<file path="src/rtl/add_1_pkg.sv">
// Shared constants and helpers for the add_1 full adder with its carry-event counter.
package add_1_pkg;

  localparam int CNT_W_DEF = 8;

  // All-ones value of a w-bit counter (w in 1..32), used as the saturation ceiling.
  function automatic logic [31:0] cnt_sat_max(input int w);
    logic [32:0] pow2;
    pow2 = 33'd1 << w;
    return 32'(pow2 - 33'd1);
  endfunction

endpackage

</file>
<file path="src/rtl/half_add.sv">
// Single-bit half adder: sum and carry of two bits.
module half_add (
  input  logic a,
  input  logic b,
  output logic s,
  output logic c
);

  assign s = a ^ b;
  assign c = a & b;

endmodule

</file>
<file path="src/rtl/add_1.sv">
// One-bit full adder with combinational and registered outputs, plus a saturating
// counter of clock edges that see a carry-out.
module add_1
  import add_1_pkg::*;
#(
  parameter int CNT_W = CNT_W_DEF
) (
  input  logic             clk,
  input  logic             rst_n,
  input  logic             in_0,
  input  logic             in_1,
  input  logic             cin,
  output logic             out,
  output logic             cout,
  output logic             out_q,
  output logic             cout_q,
  output logic [CNT_W-1:0] carry_cnt
);

  localparam logic [CNT_W-1:0] CNT_MAX = CNT_W'(cnt_sat_max(CNT_W));

  logic             w_s0;
  logic             w_c0;
  logic             w_c1;
  logic             r_sum_p1;
  logic             r_cout_p1;
  logic [CNT_W-1:0] r_cnt_p1;

  function automatic logic [CNT_W-1:0] sat_inc(input logic [CNT_W-1:0] v);
    return (v == CNT_MAX) ? v : v + CNT_W'(1);
  endfunction

  // Stage 0: combinational full adder from two cascaded half adders.
  half_add u_ha0 (
    .a (in_0),
    .b (in_1),
    .s (w_s0),
    .c (w_c0)
  );

  half_add u_ha1 (
    .a (w_s0),
    .b (cin),
    .s (out),
    .c (w_c1)
  );

  assign cout = w_c0 | w_c1;

  // Stage 1: registered sum/carry and the carry-event counter.
  always_ff @(posedge clk or negedge rst_n) begin
    if (!rst_n) begin
      r_sum_p1  <= 1'b0;
      r_cout_p1 <= 1'b0;
      r_cnt_p1  <= '0;
    end else begin
      r_sum_p1  <= out;
      r_cout_p1 <= cout;
      if (cout) begin
        r_cnt_p1 <= sat_inc(r_cnt_p1);
      end
    end
  end

  assign out_q     = r_sum_p1;
  assign cout_q    = r_cout_p1;
  assign carry_cnt = r_cnt_p1;

endmodule

</file>
<file path="config.mk">
export PLATFORM = sky130hd
export DESIGN_NAME = add_1
export DESIGN_NICKNAME = d
export VERILOG_FILES = /design/src/rtl/add_1_pkg.sv /design/src/rtl/half_add.sv /design/src/rtl/add_1.sv
export SDC_FILE = /design/constraint.sdc
export NUM_CORES = 1
export LEC_CHECK = 0
export CAP_MARGIN = 5
export CORE_UTILIZATION = 30
export DETAILED_ROUTE_END_ITERATION = 7
export PLACE_DENSITY_LB_ADDON = 0.15
export SLEW_MARGIN = 40
export SYNTH_ARGS = -nofsm -noshare
export SYNTH_HDL_FRONTEND = slang
export SYNTH_HIERARCHICAL = 1
export SYNTH_SLANG_ARGS = --single-unit
export TNS_END_PERCENT = 1
</file>
<file path="constraint.sdc">
create_clock -name clk -period 2 [get_ports clk]
set_input_delay 0.4 -clock clk [delete_from_list [all_inputs] [get_ports clk]]
set_output_delay 0.4 -clock clk [all_outputs]
set_load 0.01 [all_outputs]
</file>
* After elaboration in Yosys (flattened, before gate mapping)
Index checks and enable logic that the tools add are counted.
Storage, ports and cells: word-level logic and storage cells 12, output and inout port bits 12, register bits after elaboration 10
Operators by class: bitwise operators 6, reductions and logical operators 1, add/subtract/negate cells 1, eq/ne operators 1
Operators with widths (number):
- 8-bit by 1-bit adder with 8-bit output, second input constant | 1
- 8-bit equality test, second input constant | 1
- 1-bit bitwise AND | 2
- 2-bit AND reduction | 1
- 1-bit XOR | 2
- 1-bit NOT | 1
- 1-bit OR | 1

* Depth between registers and ports, before layout
depth in word-level cells 4, gate-level depth with buffers 5, depth with buffers taken out 5

* Cells and area by module
The synthesis kept the hierarchy.
Modules (own cells, without submodules):
- add_1 | area each 483.0 um^2, cells each 39, instances 1
- half_add | area each 12.5 um^2, cells each 1, instances 2

* Least setup slack after synthesis
No wires, ideal clock.
path type input -> register, start point input port in_0, end point register r_cnt_p1[1] (netlist: carry_cnt[1]), arrival 1.645 ns, buffers on the path 0, stages 5, setup slack 0.230 ns, data required time 1.875 ns, cells stage by stage ha_1 > ha_1 > or2_2 > o31ai_4 > mux2_4
Between the ends: word-level cells in the longest chain between the ends 4
Ends and longest elaborated chain:
- from (decl) | line add_1.sv:10 | input logic in_0,
- 1-bit XOR | line half_add.sv:9 | assign s = a ^ b;
- 1-bit bitwise AND | line half_add.sv:10 | assign c = a & b;
- named net w_c1 | line add_1.sv:24 | logic w_c1;
- 1-bit OR | line add_1.sv:48 | assign cout = w_c0 | w_c1;
- named net cout | line add_1.sv:14 | output logic cout,
- 2-bit AND reduction (no source line)
- to (signal assigned) | line add_1.sv:60 | r_cnt_p1 <= sat_inc(r_cnt_p1);
- to (decl) | line add_1.sv:27 | logic [CNT_W-1:0] r_cnt_p1;
The timed path passes the listed nets, and every way through them passes these cells. A chain may end at the register's enable or synchronous reset.

* Final worst setup path
start point input port in_1, end point output port cout
Between the ends: word-level cells in the longest chain between the ends 3
Ends and longest elaborated chain:
- from (decl) | line add_1.sv:11 | input logic in_1,
- 1-bit XOR | line half_add.sv:9
- named net w_s0 | line add_1.sv:22 | logic w_s0;
- 1-bit bitwise AND | line half_add.sv:10
- named net w_c1 | line add_1.sv:24
- 1-bit OR | line add_1.sv:48
- to (decl) | line add_1.sv:14
The timed path passes the listed nets, and every way through them passes these cells.

==> key figures <==
Routing
  – DRC violation total after the first TritonRoute iteration: 9
  – Average detailed-routed wire length per instance: 12.6 µm
  – Detail-routed via count per cell: 5.11
  – DRT Pass-1 Iters: 4
  – Number of vias after detailed routing: 414
  – Final ANT Viol Nets: 0
  – Total detailed-routing wirelength: 1020 µm
  – Count of unresolved DRC violations after routing: 0

Worst setup path
  – Most repeated library cell on the critical path: sky130_fd_sc_hd__ha_4
  – Required time of the critical path: 1600 ps
  – Critical path launch point type: input port
  – Critical path peak fanout: 2
  – Type of the worst setup path: in2out
  – Cell with the largest stage delay on the worst path: sky130_fd_sc_hd__dlygate4sd2_1
  – Family with the most delay on the worst path: adder cells
  – CP Capture Type: primary output
  – Biggest cell delay along the critical path: 260 ps
  – Critical path arrival: 1400 ps
  – Buffers plus inverters on the worst setup path: 2
  – Series of cell instances along the critical path: dlygate4sd2_1 -> ha_4 -> ha_4 -> or2_4 -> buf_6

Place
  – DP Cell Count: 78
  – Post-placement cell area: 728 µm²
  – Placement Setup Slack: -494 ps
  – Routability congestion estimate: 0.658
  – Number of I/O port buffers: 16
  – Post-DP HPWL: 760 µm

Clock network
  – CTS tree: done
  – Count of buffers added by post-CTS timing repair for setup: 0
  – Clock buffer count from CTS: 3
  – Maximum number of buffers from clock root to sink: 2
  – Count of hold buffers inserted by post-cts repair: 0
  – CTS root buffer: sky130_fd_sc_hd__clkbuf_4
  – Maximum level of the CTS H-tree: 1
  – Sinks on the clock net: 10
  – Clock latency on the worst-skew pair: 250 ps
  – Clock-pin slew on the worst setup and hold paths: 60 ps

Synth
  – Number of synthesized flops with an enable pin: 0
  – Share of async-settable or async-resettable flops after synthesis: 100%
  – Post-synth net total: 49
  – Number of library cell types mapped by synthesis: 22
  – Synthesized area per cell: 12.4 µm²
  – Most frequently used cell type in the post-synthesis netlist: sky130_fd_sc_hd__dfrtp_1
  – Post-Synthesis Cell Area: 508 µm²
  – Syn Inst Count: 41
  – Number of warning messages in the yosys log: 6
  – Cell types with the highest counts after synthesis: sky130_fd_sc_hd__dfrtp_1 (10), sky130_fd_sc_hd__a21oi_1 (5), sky130_fd_sc_hd__ha_1 (3), sky130_fd_sc_hd__nand2_1 (3)
  – FF+latch count, synth: 10
  – Sequential element share of the synthesized area: 49.3%
  – Top post-synthesis cells by area: sky130_fd_sc_hd__dfrtp_1 (49%), sky130_fd_sc_hd__ha_1 (7.4%), sky130_fd_sc_hd__a21oi_1 (4.9%)
  – Commonest register cell after synthesis: sky130_fd_sc_hd__dfrtp_1
  – Area share of the largest cell type after synthesis: 49.3%
  – Cell type with the highest aggregate area in the netlist: sky130_fd_sc_hd__dfrtp_1

Finish
  – Fillcell total: 153
  – Antenna diode count: 0
  – Final net count: 75
  – Total non-filler cell area in the finished layout: 778 µm²
  – Layout Cells excl Fill: 81
  – Share of cells above drive strength 1: 29.2%
  – Flip-flop and latch area: 250 µm²
  – Combined area of the multi-input logic cells: 277 µm²
  – Area overhead of the layout relative to synthesis: 53.2%

Timing
  – Worst clock skew: 0.417 ps
  – Minimum setup slack in the final design: 197 ps
  – Setup Total Neg Slack: 0 ps
  – Tightest slew margin relative to the limit: 68.0%
  – Transition time at the pin with the least slew margin: 479 ps
  – Final hold violation count: 0
  – Setup repair after global routing missed its margin: no
  – Post-layout min period: 1800 ps
  – Final setup viols: 0
  – Number of max-slew violations in the final report: 0
  – Worst hold slack across all endpoints: 469 ps
  – Fmax: 555 MHz
  – Crit share post-route: 90.2%

Power and ir drop
  – Power density over the cells: 1190 nW/µm²
  – Reported leakage power: 0.337 nW
  – Peak VDD IR: 0.538 mV

GRT
  – Total gr overflow: 0
  – Global-route wire length before repair: 1790 µm
  – Pin count of the biggest net entering global routing: 11
  – Initial antenna violation count: 0
  – GRT Util Overall: 13.0%
  – Via count of the first global-routing pass: 438

Floorplan
  – Area of the die: 1860 µm²
  – Row Count: 14
  – Area of the core region: 1540 µm²
  – Die outline width: 43.2 µm
  – I/O pin count: 17
  – Starting utilization of the core area: 33.0%
  – Die span in y: 43.2 µm

Run status
  – Outcome: finished clean

Flow run
  – Number of maximum-capacitance constraint violations: 0

Hold path
  – Class of the tightest hold or removal check: in2async
[metrics by stage]
step	util, %	power (mW)
after floorplan	-	0.577
after global placement	47.2	0.792
after detailed placement	47.2	0.793
after CTS	50.5	0.939
after global routing	50.5	1.00
final	50.5	0.923
[final timing paths]
path	cells past startpoint	slack (ps)	startpoint	endpoint
min in group clk	1	530	carry_cnt[0]$_DFFE_PN0P_	carry_cnt[0]$_DFFE_PN0P_
hold / removal	1	470	rst_n	carry_cnt[1]$_DFFE_PN0P_
hold reg to reg	1	530	carry_cnt[0]$_DFFE_PN0P_	carry_cnt[0]$_DFFE_PN0P_
setup reg to reg	4	560	carry_cnt[0]$_DFFE_PN0P_	carry_cnt[1]$_DFFE_PN0P_
setup / recovery	5	200	in_1	cout
max in group asynchronous	1	1210	rst_n	carry_cnt[6]$_DFFE_PN0P_
[placed cells by master, fill, tap and decap left out, types with 2 or more instances in the layout]
master                            instances
sky130_fd_sc_hd__dfrtp_1                 10
sky130_fd_sc_hd__ha_4                     2
sky130_fd_sc_hd__a21oi_1                  5
sky130_fd_sc_hd__o2111a_1                 2
sky130_fd_sc_hd__a31oi_1                  2
sky130_fd_sc_hd__clkbuf_4                 3
sky130_fd_sc_hd__buf_4                    6
sky130_fd_sc_hd__nand2_1                  3
sky130_fd_sc_hd__clkdlybuf4s50_1         12
sky130_fd_sc_hd__dlygate4sd2_1            2
[flip-flops by register name, summed over array words and instances, names as in the netlist]
| name | cells |
|---|---|
| carry_cnt | 8 |
| cout_q | 1 |
| out_q | 1 |
[worst register-to-register path, stage by stage, from the launching register on]
cell and delay (ps):
sky130_fd_sc_hd__dfrtp_1 410, sky130_fd_sc_hd__ha_1 210, sky130_fd_sc_hd__nand2_1 160, sky130_fd_sc_hd__o31ai_4 240, sky130_fd_sc_hd__mux2_4 320
[timing repair]
action,in CTS,in global routing
hold endpoints to repair,0,0
gates resized for setup,14,0
endpoints found under the setup margin,3,0
[power breakdown]
group	leakage, nW	switching, mW	internal, mW
combinational	0.202	0.178	0.246
sequential	0.121	0.0923	0.274
clock	0.0138	0.0635	0.0693
[layout make-up]
cell class | instances | share of cell area [%]
Tap cell | 16 | 2.57
Multi-Input combinational cell | 29 | 35.5
Inverter | 1 | 0.482
Clock buffer | 3 | 2.89
Sequential cell | 10 | 32.2
Timing Repair Buffer | 22 | 26.4
[routing by layer]
layer	track usage, %	routed length [µm]
met5	0	0
met4	7.27	0
met3	2.98	73
met2	20.3	479
met1	16.3	463
[logic make-up (layout without fill, tap and decap cells)]
| group | count (synthesis) | count (layout) | share of synthesized area, % |
|---|---|---|---|
| AOI/OAI and AO/OA | 13 | 13 | 21.2 |
| DFF | 10 | 10 | 49.3 |
| and+or+nand+nor | 10 | 10 | 13.5 |
| adders and majority gates | 3 | 3 | 7.39 |
| muxes | 2 | 2 | 5.17 |
| buffers and inverters | 2 | 26 | 1.72 |
| xor gates and xnor gates | 1 | 1 | 1.72 |
Power figures use the tool's default switching activity.
